===== config.mk =====
export PLATFORM = sky130hd
export DESIGN_NAME = network_transmit_desc_sched
export DESIGN_NICKNAME = d
export VERILOG_FILES = /design/src/rtl/network_transmit_desc_sched.sv
export SDC_FILE = /design/constraint.sdc
export NUM_CORES = 2
export LEC_CHECK = 0
export ABC_AREA = 1
export CAP_MARGIN = 40
export CORE_MARGIN = 2
export CORE_UTILIZATION = 35
export CTS_CLUSTER_SIZE = 14
export DETAILED_ROUTE_END_ITERATION = 10
export PLACE_DENSITY_LB_ADDON = 0.25
export SYNTH_ARGS = -nofsm -noshare
export SYNTH_HDL_FRONTEND = slang
export SYNTH_SLANG_ARGS = --single-unit
export TNS_END_PERCENT = 50

===== constraint.sdc =====
create_clock -name i_clk -period 5.55 [get_ports i_clk]
set_input_delay 1.665 -clock i_clk [delete_from_list [all_inputs] [get_ports i_clk]]
set_output_delay 1.665 -clock i_clk [all_outputs]
set_load 0.01 [all_outputs]

===== src/rtl/network_transmit_desc_sched.sv =====
// Per-outport TSN transmit descriptor scheduler: round-robin host/network intake
// into a per-port FIFO, and an in-order gated bufid issue handshake per port.
`default_nettype none

module network_transmit_desc_sched #(
  parameter int NUM_PORTS   = 2,
  parameter int QUEUE_DEPTH = 16,
  parameter int BUFID_W     = 9,
  parameter int TAG_W       = 48,
  localparam int QL_W       = $clog2(QUEUE_DEPTH + 1)
) (
  input  logic                           i_clk,
  input  logic                           i_rst_n,
  input  logic [NUM_PORTS*TAG_W-1:0]     iv_tsntag_host,
  input  logic [NUM_PORTS*3-1:0]         iv_pkt_type_host,
  input  logic [NUM_PORTS*BUFID_W-1:0]   iv_bufid_host,
  input  logic [NUM_PORTS-1:0]           i_descriptor_wr_host,
  output logic [NUM_PORTS-1:0]           o_descriptor_ack_host,
  input  logic [NUM_PORTS*TAG_W-1:0]     iv_tsntag_network,
  input  logic [NUM_PORTS*3-1:0]         iv_pkt_type_network,
  input  logic [NUM_PORTS*BUFID_W-1:0]   iv_bufid_network,
  input  logic [NUM_PORTS-1:0]           i_descriptor_wr_network,
  output logic [NUM_PORTS-1:0]           o_descriptor_ack_network,
  input  logic [NUM_PORTS-1:0]           i_gate_open,
  output logic [NUM_PORTS*BUFID_W-1:0]   ov_pkt_bufid,
  output logic [NUM_PORTS*3-1:0]         ov_pkt_type,
  output logic [NUM_PORTS*TAG_W-1:0]     ov_tsntag,
  output logic [NUM_PORTS-1:0]           o_pkt_bufid_wr,
  input  logic [NUM_PORTS-1:0]           i_pkt_bufid_ack,
  output logic [NUM_PORTS-1:0]           o_pkt_cnt_pulse,
  output logic [NUM_PORTS-1:0]           o_fifo_overflow_pulse,
  output logic [NUM_PORTS*QL_W-1:0]      ov_queue_level
);

  localparam int DW    = TAG_W + 3 + BUFID_W;
  localparam int PTR_W = (QUEUE_DEPTH > 2) ? $clog2(QUEUE_DEPTH) : 1;

  typedef enum logic [0:0] {
    S_IDLE = 1'b0,
    S_REQ  = 1'b1
  } state_t;

  for (genvar p = 0; p < NUM_PORTS; p++) begin : g_port
    logic [DW-1:0]    mem_q [QUEUE_DEPTH];
    logic [PTR_W-1:0] wptr_q, wptr_d, rptr_q, rptr_d;
    logic [QL_W-1:0]  level_q, level_d;
    logic             rr_net_q, rr_net_d;
    logic             ack_h_q, ack_h_d, ack_n_q, ack_n_d;
    logic             stall_q, ovf_q, ovf_d;
    state_t           state_q, state_d;
    logic [DW-1:0]    out_q, out_d;
    logic             wr_q, wr_d, cnt_q, cnt_d;
    logic             elig_h, elig_n, full, take_net, push, pop, stall;
    logic [DW-1:0]    win_desc;

    // A source whose ack is still high is holding an already-accepted request.
    assign elig_h   = i_descriptor_wr_host[p] & ~ack_h_q;
    assign elig_n   = i_descriptor_wr_network[p] & ~ack_n_q;
    assign full     = (level_q == QL_W'(QUEUE_DEPTH));
    assign push     = ~full & (elig_h | elig_n);
    assign take_net = elig_n & (~elig_h | rr_net_q);
    assign stall    = (i_descriptor_wr_host[p] | i_descriptor_wr_network[p]) & full;
    assign win_desc = take_net
        ? {iv_tsntag_network[p*TAG_W +: TAG_W], iv_pkt_type_network[p*3 +: 3],
           iv_bufid_network[p*BUFID_W +: BUFID_W]}
        : {iv_tsntag_host[p*TAG_W +: TAG_W], iv_pkt_type_host[p*3 +: 3],
           iv_bufid_host[p*BUFID_W +: BUFID_W]};

    always_comb begin
      state_d = state_q;
      out_d   = out_q;
      wr_d    = wr_q;
      cnt_d   = 1'b0;
      pop     = 1'b0;
      case (state_q)
        S_IDLE: begin
          if ((level_q != '0) && i_gate_open[p]) begin
            state_d = S_REQ;
            out_d   = mem_q[rptr_q];
            wr_d    = 1'b1;
          end
        end
        S_REQ: begin
          if (i_pkt_bufid_ack[p]) begin
            state_d = S_IDLE;
            wr_d    = 1'b0;
            cnt_d   = 1'b1;
            pop     = 1'b1;
          end
        end
        default: state_d = S_IDLE;
      endcase
    end

    always_comb begin
      ack_h_d  = push & ~take_net;
      ack_n_d  = push & take_net;
      rr_net_d = push ? ~take_net : rr_net_q;
      ovf_d    = stall & ~stall_q;
      wptr_d   = push ? wptr_q + PTR_W'(1) : wptr_q;
      rptr_d   = pop ? rptr_q + PTR_W'(1) : rptr_q;
      level_d  = level_q;
      if (push && !pop) level_d = level_q + QL_W'(1);
      else if (!push && pop) level_d = level_q - QL_W'(1);
    end

    always_ff @(posedge i_clk or negedge i_rst_n) begin
      if (!i_rst_n) begin
        wptr_q   <= '0;
        rptr_q   <= '0;
        level_q  <= '0;
        rr_net_q <= 1'b0;
        ack_h_q  <= 1'b0;
        ack_n_q  <= 1'b0;
        stall_q  <= 1'b0;
        ovf_q    <= 1'b0;
        state_q  <= S_IDLE;
        out_q    <= '0;
        wr_q     <= 1'b0;
        cnt_q    <= 1'b0;
      end else begin
        wptr_q   <= wptr_d;
        rptr_q   <= rptr_d;
        level_q  <= level_d;
        rr_net_q <= rr_net_d;
        ack_h_q  <= ack_h_d;
        ack_n_q  <= ack_n_d;
        stall_q  <= stall;
        ovf_q    <= ovf_d;
        state_q  <= state_d;
        out_q    <= out_d;
        wr_q     <= wr_d;
        cnt_q    <= cnt_d;
      end
    end

    always_ff @(posedge i_clk) begin
      if (push) mem_q[wptr_q] <= win_desc;
    end

    assign o_descriptor_ack_host[p]             = ack_h_q;
    assign o_descriptor_ack_network[p]          = ack_n_q;
    assign o_pkt_bufid_wr[p]                    = wr_q;
    assign o_pkt_cnt_pulse[p]                   = cnt_q;
    assign o_fifo_overflow_pulse[p]             = ovf_q;
    assign ov_queue_level[p*QL_W +: QL_W]       = level_q;
    assign ov_tsntag[p*TAG_W +: TAG_W]          = out_q[DW-1 -: TAG_W];
    assign ov_pkt_type[p*3 +: 3]                = out_q[BUFID_W +: 3];
    assign ov_pkt_bufid[p*BUFID_W +: BUFID_W]   = out_q[BUFID_W-1:0];
  end

endmodule

`default_nettype wire


==> summary.md <==
| Metric | Value |
|---|---|
| Clk_skew | a little under 0.07 ns |
| Max Cap Viol | 0 |
| Cell area power density | 548 nW/um^2 |
| Minimum clock period | around 4.0 ns |
| Finished Cell Area | approximately 100000 um^2 |
| Syn Inst Count | about 7500 |
| Core ar. | roughly 240000 um^2 |
| Site Rows | 180 |
| IO Port Bufs | 389 |
| Detail Route Antenna Nets | 0 |
| Status | complete, no violations |
| Post-CTS Hold Buffers | 0 |
| Xor and xnor fraction of the mapped netlist area | less than 1% |
| Yosys cell types | 30 |
| Routed WL | approximately 250000 um |
| Critical-path cell with the highest stage delay | inv_2 |
| Most used cell along the critical path | nand2_1 |
| Kind of cell adding the most delay to the critical path | buffers and inverters |
| CTS tree | done |
| Data required time of the worst path | approximately 6 ns |
| Antenna violations before repair | 19 |
| Instance area at placement | around 92000 um^2 |
| Leakage | between 30 and 40 nW |
| Cell area after synthesis | roughly 85000 um^2 |
| CP startpoint | i_descriptor_wr_host[1] |
| Fin cells | roughly 11000 |
| Commonest non-fill, non-tap cell in the layout | nand2_1 |
| FMAX | about 250 MHz |
| Setup violations, final | 0 |
| Commonest non-fill, non-tap cells in the layout | nand2_1, edfxtp_1, nand3_1, clkdlybuf4s50_1, clkbuf_16 |
| Worst Hold Path Cells | 1 |
| Clk sinks | around 2100 |
| Clock share of power | between 20% and 30% |
| Via density | 5.10 |
| Int Pwr | between 30 and 40 mW |
| Global-route wire length before repair | approximately 370000 um |
| GPL Wtd Cong | 0.821 |
| Setup TNS | 0 ns |
| WP data arrival | about 4.4 ns |
| IO Count | 390 |
| Post-DP HPWL | around 130000 um |
| DR pass1 iterations | 8 |
| Worst setup margin | 1.60 ns |
| Dominant cell type by area after synthesis | edfxtp_1 |
| Clock Pin Slew Worst Setup and Hold Paths | about 0.060 ns |
| Die ar. | between 200000 and 250000 um^2 |
| Critical path cell sequence | clkdlybuf4s50_1 > inv_1 > or3_1 > nand2_4 > inv_2 > buf_12 > nand2_1 > nand2_1 |
| H-tree depth | 4 |
| CP endpoint kind | flop |
| Slew headroom | 2.00% |
| Area grow syn2layout | 17.4% |
| Grt ovf | 0 |
| Mean area per synthesized cell | 11.4 um^2 |
| CP max stage delay | around 0.52 ns |
| Worst setup SP type | primary input |
| Share of layout cells above drive strength 1 | ~6.3% |
| Initial core utilization | around a third |
| Post-CTS Setup Bufs | 0 |
| Worst r2r dst | g_port[0].level_q[4]$_DFFE_PN0P_ |
| Largest family of logic cells by synthesized area | simple AND/OR/NAND/NOR gates |
| Slew at the pin closest to its max-slew limit | ~1.5 ns |
| WL per Instance | between 20 and 25 um |
| Chip height | 496 um |
| DR DRC count | 0 |
| Hold Crit Endpoint | g_port[1].ovf_q$_DFF_PN0_ |
| WP buf/inv | 4 |
| Worst VDD drop | approximately 0.46 mV |
| Min-delay src | g_port[1].stall_q$_DFF_PN0_ |
| DR iter-0 viols | roughly 5500 |
| CP max FO | 37 |
| Largest net degree at the start of global routing | between 200 and 250 |
| Clock root buffer master | clkbuf_16 |
| Nets | 8013 |
| Number of synthesized register bits | roughly 2100 |
| Post-synth net total | about 7700 |
| Die width | around 500 um |
| Placed cells | 10700 |
| Max Slew Vio Count | 0 |
| Hold Slack | 0.407 ns |
| Combinational share of power | around a third |
| Post-synth top area share | 68.0% |
| Setup CP Type | in2reg |
| Reg2Reg Depth | 13 |
| Vias in the first global route | approximately 54000 |
| Sequential Power Share | 39.2% |
| FF-to-FF Start | g_port[0].level_q[0]$_DFFE_PN0P_ |
| Top cells by area, synth | edfxtp_1, nand2_1, nand3_1 |
| Synth Area in Compound Gates | less than 1% |
| Sw Ratio | 37.9% |
| P_sw | roughly 21 mW |
| Synth Warn # | 0 |
| Global-route usage over all layers | ~20% |
| Synth Area in Simple Gates | 23.5% |
| RSZ-0062 raised after global routing | no |
| Num CTS Buffers | about 220 |
| Post-CTS Resized | 0 |
| Via Count | about 57000 |
| Period utilization | approximately 71% |
| Clock buffer depth | 3 |
| Post-synthesis adder-cell area fraction | 0.313% |
| Final hold vios | 0 |
| FF-to-FF setup slack | about 2.4 ns |
| Setup Slack @ Placement | about 0.75 ns |
| Worst min-delay path class | reg2reg |
| Post-synthesis mux area share | 0% |
| Worst skew pair latency | between 0.8 and 0.9 ns |
| Sequential fraction of the synthesis area | around 73% |
==> flip-flops by register name, summed over array words and instances (netlist names) <==
| signal | flops |
|---|---|
| g_port.ack_h_q | 2 |
| g_port.ack_n_q | 2 |
| g_port.cnt_q | 2 |
| g_port.level_q | 10 |
| g_port.mem_q | 1920 |
| g_port.out_q | 120 |
| g_port.ovf_q | 2 |
| g_port.rptr_q | 8 |
| g_port.rr_net_q | 2 |
| g_port.stall_q | 2 |
| g_port.state_q | 2 |
| g_port.wptr_q | 8 |
| g_port.wr_q | 2 |
==> logic make-up after synthesis <==
logic type	count (synthesis)
AO/OA/AOI/OAI	27
flip-flops	2082
XOR/XNOR	16
adder cells (fa/ha/maj)	20
AND/OR/NAND/NOR	4801
buffers and inverters	518
==> worst max path at each step <==
stage | endpoint | slack (ns) | cells after the start
CTS | g_port[1].mem_q[7][58]$_DFFE_PP_ | 1.67 | 8
global route | g_port[1].mem_q[14][53]$_DFFE_PP_ | 1.53 | 8
detailed placement | g_port[1].mem_q[12][58]$_DFFE_PP_ | 0.75 | 8
global placement | g_port[1].mem_q[5][24]$_DFFE_PP_ | 0.82 | 8
finish | g_port[1].mem_q[15][58]$_DFFE_PP_ | 1.60 | 8
floorplan | g_port[1].mem_q[0][0]$_DFFE_PP_ | -1.27 | 5
==> worst reg2reg max path, stage by stage (launching register included) <==
cell and delay, ns:
dfrtp_1 0.45, nor4_1 0.39, nand2_1 0.15, nand2_1 0.59, inv_1 0.21, ha_1 0.27, inv_1 0.14, ha_1 0.27
nand2_1 0.09, nand2_1 0.05, a21oi_1 0.15, xor2_1 0.16, nand2_1 0.06, o21ai_0 0.06
==> power groups by stage <==
stage	clock network (mW)	registers [mW]	logic, mW
after floorplan	0	21.5	11.9
after global placement	0	21.6	18.4
after detailed placement	0	21.7	18.8
after CTS	14.6	21.4	18.9
after global routing	15.2	21.5	20.8
final	14.3	21.4	18.9
==> cells in the mapped netlist (all sizes together) <==
master and number:
ha 18, or3 2, nor3 32, clkinv 2
fa 2, o22ai 2, o21ai 11, xor2 12
a31oi 2, dfrtp 162, clkbuf 96, a211oi 2
xnor2 4, a21oi 7, o21bai 2, edfxtp 1920
inv 54, buf 366, nor4 2, nand3 1443
nand2 3307, nor2 13, a21boi 1, nand4 2
==> cell type report <==
type	instances	area, um^2
Fill cell	22500	141000
Clock inverter	112	1230
Sequential cell	2082	61700
Antenna cell	3	7.51
Inverter	56	249
Clock buffer	283	5850
Multi-Input combinational cell	4864	20600
Timing Repair Buffer	523	5900
Tap cell	3185	3990
==> metrics by stage <==
stage                     power (mW)  utilization (%)
after floorplan                 33.3                -
after CTS                       54.8             41.4
final                           54.5             41.4
after global routing            57.6             41.4
after global placement          40.1             38.3
after detailed placement        40.5             38.4
==> routing by layer <==
metal	global-route usage, %	routed length (um)	vias up
met3	3.30	16100	368
met4	6.88	8570	4
met5	0	23	-
met2	31.4	116000	1900
met1	28.9	113000	28100
li1	-	-	26200
Power figures use the tool's default switching activity.
